File: config.mk
export PLATFORM = sky130hd
export DESIGN_NAME = regfile_wb_arb
export DESIGN_NICKNAME = d
export VERILOG_FILES = /design/src/rtl/regfile_wb_arb.sv
export SDC_FILE = /design/constraint.sdc
export NUM_CORES = 1
export LEC_CHECK = 0
export BUFFER_PORTS_ARGS = -buffer_cell sky130_fd_sc_hd__buf_2
export CORE_UTILIZATION = 47
export CTS_BUF_LIST = sky130_fd_sc_hd__clkbuf_4 sky130_fd_sc_hd__clkbuf_8 sky130_fd_sc_hd__clkbuf_16
export DETAILED_ROUTE_END_ITERATION = 7
export PLACE_DENSITY_LB_ADDON = 0.3
export SETUP_SLACK_MARGIN = 0.15
export SLEW_MARGIN = 0
export SYNTH_ARGS = -nofsm -noshare
export SYNTH_HDL_FRONTEND = slang
export SYNTH_SLANG_ARGS = --single-unit
export TNS_END_PERCENT = 20
File: constraint.sdc
create_clock -name clk -period 1.9 [get_ports clk]
set_input_delay 0 -clock clk [delete_from_list [all_inputs] [get_ports clk]]
set_output_delay 0 -clock clk [all_outputs]
set_load 0.005 [all_outputs]
File: src/rtl/regfile_wb_arb.sv
// ---------------------------------------------------------------------------
// regfile_wb_arb
//
// Shares the single write port of the 32x64 integer register file between
// the ALU/EX writeback path and the LSU load path. It also keeps a
// pending-write scoreboard that decode uses to stall on RAW hazards.
//
// Arbitration is round-robin between the two requesters. The winning
// request is registered into a one-cycle output stage (we_o/waddr_o/wdata_o),
// and the regfile commits it on the following edge. A write to x0 still
// completes its handshake, but it never raises we_o.
//
// Ports:
//   clk, rst_n            clock, asynchronous active-low reset
//   flush_i               synchronous flush: blocks grants, clears pending,
//                         kills the output-stage write on that edge
//   alu_valid_i/ready_o   ALU writeback handshake (+ waddr/wdata)
//   lsu_valid_i/ready_o   LSU writeback handshake (+ waddr/wdata)
//   iss_valid_i, iss_rd_i destination of an instruction issued this cycle
//   we_o, waddr_o, wdata_o  registered regfile write port
//   pending_o             bit i set = register i has an outstanding write
// ---------------------------------------------------------------------------
module regfile_wb_arb #(
    parameter int XLEN = 64,
    parameter int NREG = 32,
    parameter int AW   = 5
) (
    input  logic            clk,
    input  logic            rst_n,
    input  logic            flush_i,

    input  logic            alu_valid_i,
    output logic            alu_ready_o,
    input  logic [AW-1:0]   alu_waddr_i,
    input  logic [XLEN-1:0] alu_wdata_i,

    input  logic            lsu_valid_i,
    output logic            lsu_ready_o,
    input  logic [AW-1:0]   lsu_waddr_i,
    input  logic [XLEN-1:0] lsu_wdata_i,

    input  logic            iss_valid_i,
    input  logic [AW-1:0]   iss_rd_i,

    output logic            we_o,
    output logic [AW-1:0]   waddr_o,
    output logic [XLEN-1:0] wdata_o,
    output logic [NREG-1:0] pending_o
);

    typedef enum logic {
        GRANT_ALU = 1'b0,
        GRANT_LSU = 1'b1
    } grant_e;

    grant_e            last_grant_q, last_grant_d;
    logic              we_q, we_d;
    logic [AW-1:0]     waddr_q, waddr_d;
    logic [XLEN-1:0]   wdata_q, wdata_d;
    logic [NREG-1:0]   pending_q, pending_d;

    // -----------------------------------------------------------------------
    // Arbitration. The ALU wins if it is the only requester, or if both
    // request and the LSU won last time. Otherwise the LSU gets the port
    // whenever it asks. Ready stays low while in reset so that nothing is
    // consumed before the state is valid.
    // -----------------------------------------------------------------------
    always_comb begin
        // NOTE: every combinational output gets a default first, so no path
        // leaves it unassigned and no latch is inferred.
        alu_ready_o = 1'b0;
        lsu_ready_o = 1'b0;
        if (rst_n && !flush_i) begin
            if (alu_valid_i && (!lsu_valid_i || last_grant_q == GRANT_LSU)) begin
                alu_ready_o = 1'b1;
            end else if (lsu_valid_i) begin
                lsu_ready_o = 1'b1;
            end
        end
    end

    // -----------------------------------------------------------------------
    // Output stage and round-robin pointer. A ready implies the matching
    // valid, so a ready here means a transfer happens this edge. Flush never
    // produces a ready, so it falls through to we_d = 0.
    // -----------------------------------------------------------------------
    always_comb begin
        last_grant_d = last_grant_q;
        we_d         = 1'b0;
        waddr_d      = waddr_q;
        wdata_d      = wdata_q;
        if (alu_ready_o) begin
            last_grant_d = GRANT_ALU;
            we_d         = (alu_waddr_i != '0);
            waddr_d      = alu_waddr_i;
            wdata_d      = alu_wdata_i;
        end else if (lsu_ready_o) begin
            last_grant_d = GRANT_LSU;
            we_d         = (lsu_waddr_i != '0);
            waddr_d      = lsu_waddr_i;
            wdata_d      = lsu_wdata_i;
        end
    end

    // -----------------------------------------------------------------------
    // Scoreboard. A new issue to a register takes priority over the retiring
    // write to that register: the new producer supersedes the old one, so
    // the bit must stay set. x0 never becomes pending.
    // -----------------------------------------------------------------------
    always_comb begin
        pending_d = pending_q;
        for (int i = 1; i < NREG; i++) begin
            if (flush_i) begin
                pending_d[i] = 1'b0;
            end else if (iss_valid_i && iss_rd_i == AW'(i)) begin
                pending_d[i] = 1'b1;
            end else if (we_q && waddr_q == AW'(i)) begin
                pending_d[i] = 1'b0;
            end
        end
        pending_d[0] = 1'b0;
    end

    // NOTE: sequential state uses non-blocking assignments only, so every
    // flop samples its pre-edge inputs no matter how the blocks are ordered.
    always_ff @(posedge clk or negedge rst_n) begin
        if (!rst_n) begin
            // NOTE: the scoreboard is ordinary control state. Decode trusts
            // it straight out of reset, so it is reset like every other flop
            // here. It is not left to power-up contents the way a RAM would be.
            last_grant_q <= GRANT_LSU;
            we_q         <= 1'b0;
            waddr_q      <= '0;
            wdata_q      <= '0;
            pending_q    <= '0;
        end else begin
            last_grant_q <= last_grant_d;
            we_q         <= we_d;
            waddr_q      <= waddr_d;
            wdata_q      <= wdata_d;
            pending_q    <= pending_d;
        end
    end

    assign we_o      = we_q;
    assign waddr_o   = waddr_q;
    assign wdata_o   = wdata_q;
    assign pending_o = pending_q;

endmodule

# Word-level counts from Yosys, hierarchy flattened
# Index checks and enable logic that the tools add are counted.
# totals
regBits	102
word_cells	304
# classes
n_eq_ne	62
muxes	106
n_reduce_logical	101
# op_table
op	count
== test 5 bit (second input constant)	32
2-to-1 mux 64 bit	2
2-to-1 mux 1 bit	102
nonzero test 3 bit	31
== test 5 x 4 -> 1 bit (second input constant)	16
logical AND 1 bit	64
== test 5 x 3 -> 1 bit (second input constant)	8
== test 5 x 2 -> 1 bit (second input constant)	4
== test 5 x 1 -> 1 bit (second input constant)	2
2-to-1 mux 5 bit	2
nonzero test 5 bit	2
logical NOT 1 bit	2
nonzero test 2 bit	1
logical OR 1 bit	1

# Longest topological paths before layout
# Gate-level depths: netlist of the first run.
# depth
ltp_word	7
depth_mapped	5
mapped_depth_nobuf	3

# Worst setup path before layout of the first run
# Ideal clock, no wire load.
# synth_path
path_kind	reg-to-reg
from	register waddr_q[2], in the netlist waddr_o[2]
to	register pending_q[2], in the netlist pending_o[2]
t_arrival_ns	1.365
path_slack_ns	0.399
stages_incl_launch_ff	4
synth_period_minus_slack_ns	1.501
path_cell_list	dfrtp_1 or4b_2 o21ai_0 a21oi_1
# synth_between
elab_chain_cells	3
# synth_rtl
item	line	rtl
start: declaration	58	logic [AW-1:0] waddr_q, waddr_d;
start signal: assignment	139	waddr_q <= waddr_d;
== test 5 x 2 -> 1 bit	117	end else if (we_q && waddr_q == AW'(i)) begin
logical AND 1 bit	117	
nonzero test 3 bit (no line)	--	
end signal: assignment	141	pending_q <= pending_d;
end: declaration	60	logic [NREG-1:0] pending_q, pending_d;
# No other way between the ends.
# A chain may end at the register's enable or synchronous reset.

# Worst setup path after layout of the first run
# layout_path
from	input port rst_n
to	register wdata_q[32], in the netlist wdata_o[32]
# layout_between
elab_chain_cells	3
# layout_rtl
item	line	rtl
start: declaration	29	input logic rst_n,
logical AND 1 bit (*)	73	if (rst_n && !flush_i) begin
2-to-1 mux 1 bit	73	
2-to-1 mux 64 bit or nonzero test 2 bit (tied branches)	--	
end signal: assignment	140	wdata_q <= wdata_d;
end: declaration	59	logic [XLEN-1:0] wdata_q, wdata_d;
# Every way passes the cells marked *; elsewhere a longest branch is shown, timed or not.

==> qor.txt, run 1 <==
Worst Tran Pin Value: 0.950 ns
Util after Layout: 75.5%
initial drt markers: 241
DRC: 0
fmax: 600 MHz
Simple-Gate Fraction of Synth Area: 7.27%
Synth top area share: 48.1%
final non-filler cell total: 926
Relative slew margins: 36.7%
post-synthesis adder-cell area fraction: 0%
worst hold-check path type: in2reg
GRT Util Overall: 28.6%
Power Density: 734 nW/µm²
Total Neg Setup Slack: 0 ns
Cell Rows: 38
Max Cap Viol: 0
sequential area share after synthesis: 48.6%
flops & latches, synth: 102
Final min period: 1.67 ns
initial core utilization: 48.5%
Detail Route Antenna Nets: 0
maximum buffer depth of the clock tree: 2
mux contribution to synthesized area: 34.4%
H-tree Lvls: 3
DR WL/cell: 18.3 µm
worst skew pair latency: 0.36 ns
Nets: 929
crit share post-route: 87.8%
Horiz. Die Dim: 108 µm
leakage power: 4.14 nW
vias in the first global route: 5118
area leader, netlist: dfrtp_1
Post-Syn Instances: 397
layout cells sized above 1: 53.9%
die area: 11600 µm²
DIE HEIGHT: 108 µm
commonest non-fill, non-tap cell in the layout: buf_2
dpl hpwl: 9910 µm
core area: 10800 µm²
via density per instance: 5.24
first-pass GRT wire length: 25200 µm
Inserted Clock Buffers: 9
initial antenna violation count: 0
XOR/XNOR Fraction of Synth Area: 0%
drt total wl: 17000 µm
area grow syn2layout: 55.7%
synth unique cells: 32
DP Area: 6670 µm²
gp weighted congestion: 0.812
placed insts: 776
syn nets: 546
largest net degree at the start of global routing: 74
Remaining Overflow, GRT: 0
IO buf count: 251
CTS sink cnt: 102
maximum VDD drop: 418 µV
Startpoint Class: input port
Compound-Gate Fraction of Synth Area: 6.46%
Area contributors post-synth: dfrtp_1 (48%), mux2_4 (19%), mux2_2 (15%)
Worst Skew: 0.00805 ns
max-slew violation count: 0
Final Setup Violations: 0
Setup Fix Bufs, Post-CTS: 0
# resized after CTS: 0
Setup crit end kind: flop
yosys synthesis warning count: 0
vias: 4851
root buffer cell: clkbuf_8
syn_area_per_cell: 13.2 µm²
Crit path arrival time: 1.91 ns
CTS tree: done
synthesized area: 5250 µm²
largest family of logic cells by synthesized area: multiplexers
CP Class: in2reg
fin area: 8180 µm²
final hold viol count: 0
Pre-antenna DRT Iters: 4
status: finished, final reports clean
clock slew at reported path FFs: 0.10 ns
Critical Path RT: 2.15 ns
RSZ-0062 raised after global routing: false
commonest non-fill, non-tap cells in the layout: buf_2 (250), dlygate4sd3_1 (133), dfrtp_1 (101)
crit-path max FO: 27
# IOs: 253
[state kept, by name, summed over array words and instances, names as in the netlist]
name,cells
last_grant_q,1
pending_o,31
waddr_o,5
wdata_o,64
we_o,1
[final cells by class]
class	count	area, µm²
inverters	2	7.51
flip-flops and latches	102	2550
clock buffers	12	153
well taps	140	175
clock inverters	4	22.5
fillers	675	2660
diodes	1	2.50
repair buffers	396	2730
multi-input cells	269	2530
[per-stage QoR]
step | worst slack, ns | total power (W) | hold WS, ns
6_report | 0.232 | 0.00600 | 0.0111
5_1_grt | 0.165 | 0.00627 | 0.000631
4_1_cts | 0.224 | 0.00593 | 0.0000362
3_5_place_dp | 0.411 | 0.00447 | 0.0745
3_3_place_gp | 0.432 | 0.00440 | 0.0716
2_1_floorplan | 0.399 | 0.00371 | -0.296
[routing by layer]
| layer | GRT usage (%) | wire, µm | part of all wire, % | vias up |
|---|---|---|---|---|
| li1 | - | - | - | 2194 |
| met1 | 31.1 | 6370 | 38 | 2356 |
| met2 | 50.4 | 8670 | 51 | 251 |
| met3 | 7.63 | 1300 | 7.6 | 50 |
| met4 | 15.6 | 638 | 3.8 | 0 |
| met5 | 0 | 0 | 0 | - |
[kinds of logic after synthesis]
family,count (synthesis)
AO/OA/AOI/OAI,66
multiplexers,138
other,1
buffers and inverters,26
AND/OR/NAND/NOR,64
flip-flops,102
[synthesized netlist by cell type, drive strengths merged]
library cell / count
inv: 2
nand2: 25
nor3: 1
nand3: 8
nand4b: 3
o21ai: 31
nor2b: 4
and4: 1
a21boi: 1
nand2b: 2
buf: 17
nand4: 1
dfrtp: 101
or2: 1
and4bb: 3
a21o: 1
a21oi: 32
or4b: 1
nand4bb: 3
conb: 1
dfstp: 1
clkbuf: 7
nor4b: 1
and4b: 3
nor2: 4
o2bb2ai: 1
mux2: 138
or4: 1
nand3b: 2
[path summary, 6_finish.rpt]
check                                startpoint  slack, ns  cells after the start             to
worst max-delay path                      rst_n       0.23                      7    wdata_o[32]
worst min-delay path            lsu_wdata_i[43]       0.01                      3    wdata_o[43]
worst max register to register     last_grant_q       0.36                      4    wdata_o[32]
worst min register to register     last_grant_q       0.51                      2   last_grant_q
max in group asynchronous                 rst_n       0.79                      3  pending_o[23]
min in group asynchronous                 rst_n       0.26                      3   pending_o[1]
[repair_timing]
action / 4_1_cts / 5_1_grt
setup endpoints to repair: 0 / 0
hold endpoints to repair: 180 / 2
hold buffers: 131 / 2
[power by group]
group,leakage [nW],internal (W),total [W],switching [W]
Combinational,2.78,0.00126,0.00200,0.000747
Sequential,1.27,0.00251,0.00274,0.000221
Clock,0.0930,0.000536,0.00126,0.000724
[worst max-delay path: stages]
cell           delay [ns]
dlygate4sd3_1        0.56
buf_4                0.16
nand3b_1             0.13
buf_12               0.18
buf_12               0.24
mux2_4               0.34
mux2_2               0.29
No activity file was read; power rests on OpenSTA's default activity.
==> run 2: changes to the inputs <==
--- a/config.mk
+++ b/config.mk
@@ -10,6 +10,7 @@
 export CTS_BUF_LIST = sky130_fd_sc_hd__clkbuf_4 sky130_fd_sc_hd__clkbuf_8 sky130_fd_sc_hd__clkbuf_16
 export DETAILED_ROUTE_END_ITERATION = 7
 export PLACE_DENSITY_LB_ADDON = 0.3
+export REMOVE_ABC_BUFFERS = 1
 export SETUP_SLACK_MARGIN = 0.15
 export SLEW_MARGIN = 0
 export SYNTH_ARGS = -nofsm -noshare
==> qor.txt, run 2 (synthesized netlist as in run 1, its figures left out) <==
cell family with most CP delay: buffers and inverters
initial core utilization: 48.5% (unchanged)
hold_sp: lsu_wdata_i[39]
Inserted Clock Buffers: 9 (unchanged)
Critical Path RT: 2.16 ns (about the same)
initial antenna violation count: 4 (+4)
max reg flops: 64 (unchanged)
status: finished, final reports clean
dpl hpwl: 10400 µm (+5.0%)
worst skew pair latency: 0.37 ns (about the same)
Nets: 939 (+1.1%)
DIE HEIGHT: 108 µm (unchanged)
Final Setup Violations: 0 (unchanged)
Worst Skew: 0.00606 ns (-0.00199 ns)
commonest non-fill, non-tap cell in the layout: buf_2
CP max stage delay: 0.60 ns (+0.04 ns)
Final min period: 1.75 ns (+0.0853 ns)
r2r worst-path depth: 4 (unchanged)
maximum VDD drop: 391 µV (-6.3%)
Pre-antenna DRT Iters: 5 (+1)
placed insts: 774 (-0.26%)
Total Neg Setup Slack: 0 ns (unchanged)
vias in the first global route: 5365 (+4.8%)
maximum buffer depth of the clock tree: 2 (unchanged)
reg-to-reg endpoint: wdata_o[63]
Remaining Overflow, GRT: 0 (unchanged)
root buffer cell: clkbuf_8
first-pass GRT wire length: 27900 µm (+10%)
# IOs: 253 (unchanged)
IO buf count: 251 (unchanged)
layout cells sized above 1: 53.0% (-0.93 points)
DRC: 0 (unchanged)
crit share post-route: 92.3% (+4.5 points)
worst hold-check path type: in2reg
Min Hold Slack: 0.00570 ns (-0.00535 ns)
CTS sink cnt: 102 (unchanged)
via density per instance: 5.40 (+3.1%)
Max Cap Viol: 0 (unchanged)
core area: 10800 µm² (unchanged)
Relative slew margins: 53.9% (+17 points)
largest net degree at the start of global routing: 73 (-1.4%)
commonest non-fill, non-tap cells in the layout: buf_2 (250), dlygate4sd3_1 (145), dfrtp_1 (101)
CP Class: in2reg
Horiz. Die Dim: 108 µm (unchanged)
hold endpoint: wdata_o[39]
Cell Rows: 38 (unchanged)
Worst Tran Pin Value: 0.681 ns (-0.268 ns)
clock slew at reported path FFs: 0.10 ns (about the same)
Crit path arrival time: 2.01 ns (+0.10 ns)
initial drt markers: 409 (+70%)
max-slew violation count: 0 (unchanged)
Startpoint Class: input port
Setup crit end kind: flop
H-tree Lvls: 3 (unchanged)
CTS tree: done
Detail Route Antenna Nets: 0 (unchanged)
final hold viol count: 0 (unchanged)
Reg-to-Reg Start: last_grant_q
Power Density: 774 nW/µm² (+5.5%)
GRT Util Overall: 31.9% (+3.3 points)
flop-to-flop setup slack: 0.35 ns (about the same)
area grow syn2layout: 58.6%
final non-filler cell total: 939 (+1.4%)
slowest CP cell: dlygate4sd3_1
cell chain of the critical path: dlygate4sd3_1 -> buf_4 -> nand3b_1 -> buf_12 -> mux2_4 -> mux2_2
die area: 11600 µm² (unchanged)
gp weighted congestion: 0.842 (+3.7%)
drt total wl: 18900 µm (+11%)
fmax: 570 MHz (-4.9%)
total chip power: 0.00645 W (+7.5%)
Min-Delay Path Depth: 3 (unchanged)
DR WL/cell: 20.1 µm (+9.6%)
CP Buf/Inv Count: 3 (-1)
crit-path max FO: 58 (+110%)
leakage power: 4.20 nW (+1.5%)
vias: 5072 (+4.6%)
RSZ-0062 raised after global routing: true
## run 2: cell types whose count changed in the layout (fill, tap and decap cells not counted), sizes merged
cell and change:
clkbuf +1, clkinvlp -1, bufinv +2, clkinv -2, dlygate4sd3 +12, buf -2, diode +3
## run 2: worst max-delay path by stage
stage / from / to / slack, ns / cells past startpoint
2_1_floorplan: flush_i / wdata_o[3] / -2.10 / 3
6_report: rst_n / wdata_o[59] / 0.15 / 6
3_5_place_dp: rst_n / wdata_o[3] / 0.41 / 5
3_3_place_gp: rst_n / wdata_o[3] / 0.44 / 5
4_1_cts: rst_n / wdata_o[3] / 0.22 / 6
5_1_grt: rst_n / wdata_o[3] / 0.12 / 6
## run 2: worst register-to-register path, cell delays in order (launching register included)
cell     delay (ns)
dfstp_2        0.55
inv_1          0.06
a21o_2         0.23
buf_12         0.24
mux2_2         0.36
## run 2: layout make-up
class,count,area (µm²)
repair buffers,406,2810
flip-flops and latches,102,2550
multi-input cells,269,2530
fillers,670,2510
well taps,140,175
clock buffers,13,173
clock inverters,3,65.1
diodes,4,10.0
inverters,2,7.51
## run 2: per-layer routing
layer | vias to the layer above | track usage [%] | wire length (µm)
met5 | - | 0 | 0
met4 | 0 | 18.0 | 868
met3 | 65 | 6.96 | 1160
met2 | 255 | 56.0 | 9890
met1 | 2532 | 35.7 | 6930
li1 | 2220 | - | -
## run 2: metrics by stage
stage / instance area [µm²] / utilization (%) / worst slack [ns]
final: 8330 / 76.9 / 0.147
after global routing: 8330 / 76.9 / 0.122
after CTS: 8310 / 76.7 / 0.223
after detailed placement: 6630 / 61.2 / 0.413
after global placement: 6630 / 61.2 / 0.444
after floorplan: 5090 / - / -2.10
## run 2: what timing repair did
item | in CTS | in global routing
gates resized for setup | 0 | 1
setup buffers | 0 | 0
setup endpoints to repair | 0 | 71
hold endpoints to repair | 121 | 1
hold buffers | 144 | 1
## run 2: power by group
group          leakage (nW)  total [W]  switching (W)  internal, W
logic                  2.81    0.00208       0.000806      0.00127
registers              1.27    0.00274       0.000230      0.00251
clock network         0.123    0.00163       0.000764     0.000864
==> run 3: changes to the inputs <==
--- a/config.mk
+++ b/config.mk
@@ -5,9 +5,11 @@
 export SDC_FILE = /design/constraint.sdc
 export NUM_CORES = 1
 export LEC_CHECK = 0
+export ABC_AREA = 1
 export BUFFER_PORTS_ARGS = -buffer_cell sky130_fd_sc_hd__buf_2
-export CORE_UTILIZATION = 47
+export CORE_UTILIZATION = 48
 export CTS_BUF_LIST = sky130_fd_sc_hd__clkbuf_4 sky130_fd_sc_hd__clkbuf_8 sky130_fd_sc_hd__clkbuf_16
+export CTS_CLUSTER_DIAMETER = 80
 export DETAILED_ROUTE_END_ITERATION = 7
 export PLACE_DENSITY_LB_ADDON = 0.3
 export REMOVE_ABC_BUFFERS = 1
==> qor.txt, run 3 <==
RSZ-0062 raised after global routing: true
initial antenna violation count: 2 (-2)
Max Cap Viol: 0 (unchanged)
vias: 6565 (+29%)
drt total wl: 18300 µm (-3.1%)
Nets: 1256 (+34%)
final hold viol count: 0 (unchanged)
Worst Skew: 0.00345 ns (-0.00262 ns)
Synth top area share: 44.8% (-3.3 points)
syn_area_per_cell: 6.76 µm² (-49%)
commonest non-fill, non-tap cell in the layout: buf_2
Horiz. Die Dim: 110 µm (+2.5%)
Critical Path RT: 1.90 ns (-0.26 ns)
IO buf count: 251 (unchanged)
most frequent cell after synthesis: nor2_1
Startpoint Class: flop
leakage power: 4.31 nW (+2.6%)
fmax: 619 MHz (+8.5%)
# IOs: 253 (unchanged)
most frequent CP cell: inv_1
internal cell power: 0.00419 W (-9.9%)
Worst Tran Pin Value: 0.782 ns (+0.100 ns)
Pre-antenna DRT Iters: 4 (-1)
ys async rst share: 100% (unchanged)
commonest non-fill, non-tap cells in the layout: buf_2 (250), nor2_1 (229), nand2_1 (218)
DIE HEIGHT: 110 µm (+2.5%)
crit share post-route: 85.0% (-7.2 points)
number of flops mapped to enable cells by yosys: 0 (unchanged)
Clk network pwr share: 30.7% (+5.4 points)
flops & latches, synth: 102 (unchanged)
CTS sink cnt: 102 (unchanged)
Detail Route Antenna Nets: 0 (unchanged)
slowest CP cell: dfstp_2
Crit path arrival time: 1.62 ns (-0.39 ns)
area leader, netlist: dfrtp_1
Net Sw Power: 0.00183 W (+1.9%)
largest net degree at the start of global routing: 103 (+41%)
dpl hpwl: 11600 µm (+11%)
maximum buffer depth of the clock tree: 2 (unchanged)
layout cells sized above 1: 25.8% (-27 points)
area grow syn2layout: 38.1%
Remaining Overflow, GRT: 0 (unchanged)
Post-Syn Instances: 835 (+110%)
maximum VDD drop: 585 µV (+50%)
GRT Util Overall: 30.1% (-1.8 points)
sequential area share after synthesis: 45.2% (-3.4 points)
cell chain of the critical path: inv_1 -> nand2_2 -> nand3_2 -> buf_12 -> inv_1 -> buf_2
vias in the first global route: 6318 (+18%)
Setup crit end kind: output port
Final min period: 1.62 ns (-0.137 ns)
final setup margin: 0.284 ns (+0.137 ns)
yosys synthesis warning count: 0 (unchanged)
first-pass GRT wire length: 29900 µm (+7.4%)
core area: 11400 µm² (+5.3%)
Area contributors post-synth: dfrtp_1 (45%), nor2_1 (15%), nand2_1 (15%)
via density per instance: 5.22 (-3.3%)
max reg flops: 64 (unchanged)
Power Density: 773 nW/µm² (-0.16%)
power share of the combinational group: 24.8% (-7.4 points)
Setup Fix Bufs, Post-CTS: 0 (unchanged)
die area: 12200 µm² (+5.1%)
CP Class: reg2out
Min Hold Slack: 0.00259 ns (-0.00312 ns)
post-placement setup slack: 0.242 ns (-0.171 ns)
initial core utilization: 49.4% (+0.99 points)
CP max stage delay: 0.53 ns (-0.07 ns)
Cell Rows: 39 (+2.6%)
status: finished, final reports clean
synthesized area: 5650 µm² (+7.5%)
register area: 2550 µm² (unchanged)
Layout fillers: 980 (+46%)
Util after Layout: 68.3% (-8.6 points)
crit-path max FO: 73 (+26%)
root buffer cell: clkbuf_16
flop-to-flop setup slack: 0.30 ns (-0.05 ns)
worst hold-check path type: in2reg
DRC: 0 (unchanged)
Inserted Clock Buffers: 9 (unchanged)
gp weighted congestion: 0.917 (+8.9%)
synth unique cells: 19 (-41%)
initial drt markers: 461 (+13%)
Final Setup Violations: 0 (unchanged)
Sw Ratio: 30.4% (+2.5 points)
H-tree Lvls: 3 (unchanged)
DR WL/cell: 14.5 µm (-28%)
sequential share of power: 44.5% (+2.0 points)
Relative slew margins: 47.9% (-6.1 points)
max-slew violation count: 0 (unchanged)
worst skew pair latency: 0.34 ns (-0.03 ns)
CTS tree: done
clock slew at reported path FFs: 0.07 ns (-0.03 ns)
Multi-input gate area: 2500 µm² (-1.5%)
total chip power: 0.00602 W (-6.6%)
top cells by count, synth: nor2_1 (229), nand2_1 (219), dfrtp_1 (101), inv_1 (89), nand4_1 (68)
Synth Flop Type: dfrtp_1
[run 3: cell count changes in the layout (fill, tap and decap cells not counted), moves of 4 or more]
cell / delta
nand4_1: +67
clkbuf_16: +9
mux2_2: -70
o21ai_0: -29
clkbuf_8: -8
nor2_1: +225
mux2_4: -68
dlygate4sd3_1: -95
nand2_1: +193
nor2b_1: -4
inv_1: +87
nand3_1: +28
[run 3: power groups by stage]
stage / clock, W / combinational [W] / sequential (W)
2_1_floorplan: 0 / 0.000561 / 0.00272
3_3_place_gp: 0 / 0.00137 / 0.00270
3_5_place_dp: 0 / 0.00140 / 0.00270
4_1_cts: 0.00188 / 0.00148 / 0.00268
5_1_grt: 0.00196 / 0.00164 / 0.00271
6_report: 0.00185 / 0.00149 / 0.00268
[run 3: cell type report]
cell class	instances	share of cell area, %
Multi-Input combinational cell	590	32.0
Inverter	90	4.33
Sequential cell	102	32.8
Timing Repair Buffer	314	24.6
Antenna cell	2	0.0642
Tap cell	143	2.30
Clock buffer	16	3.89
[run 3: path summary, 6_finish.rpt]
| check | from | endpoint | cells past startpoint |
|---|---|---|---|
| worst max-delay path | last_grant_q | alu_ready_o | 6 |
| worst min-delay path | lsu_wdata_i[34] | wdata_o[34] | 5 |
| worst max register to register | last_grant_q | wdata_o[42] | 7 |
| worst min register to register | wdata_o[32] | wdata_o[32] | 2 |
| max in group asynchronous | rst_n | last_grant_q | 3 |
| min in group asynchronous | rst_n | pending_o[19] | 3 |
[run 3: kinds of logic after synthesis]
| kind of cell | Yosys count | share of synthesized area, % |
|---|---|---|
| AND/OR/NAND/NOR | 556 | 41.2 |
| AO/OA/AOI/OAI | 33 | 2.93 |
| other | 1 | 0.0664 |
| flip-flops | 102 | 45.2 |
| buffers and inverters | 143 | 10.6 |
[run 3: what timing repair did]
action                                  CTS  global route
endpoints found under the hold margin   143             0
gates cloned                              0             0
hold buffers                             50             0
gates resized for setup                   1             3
endpoints found under the setup margin    1             2
[run 3: stage by stage]
step	cells	instance area [µm²]	TNS (ns)
floorplan	782	5390	-155.50
global placement	1189	6970	0
detailed placement	1189	6970	0
CTS	1255	7780	0
global route	1255	7790	0
finish	1257	7790	0
[run 3: critical path: cells and delay by family, from the launching register on]
family / cells / cell delay [ns]
flops: 1 / 0.53
buf+inv: 4 / 0.53
simple gates: 2 / 0.22
[run 3: routing by layer]
layer	vias up	track usage, %	wire length [µm]
met5	-	0	0
met4	0	14.8	723
met3	47	5.71	1330
met2	348	52.2	9060
met1	3036	35.7	7140
li1	3134	-	-
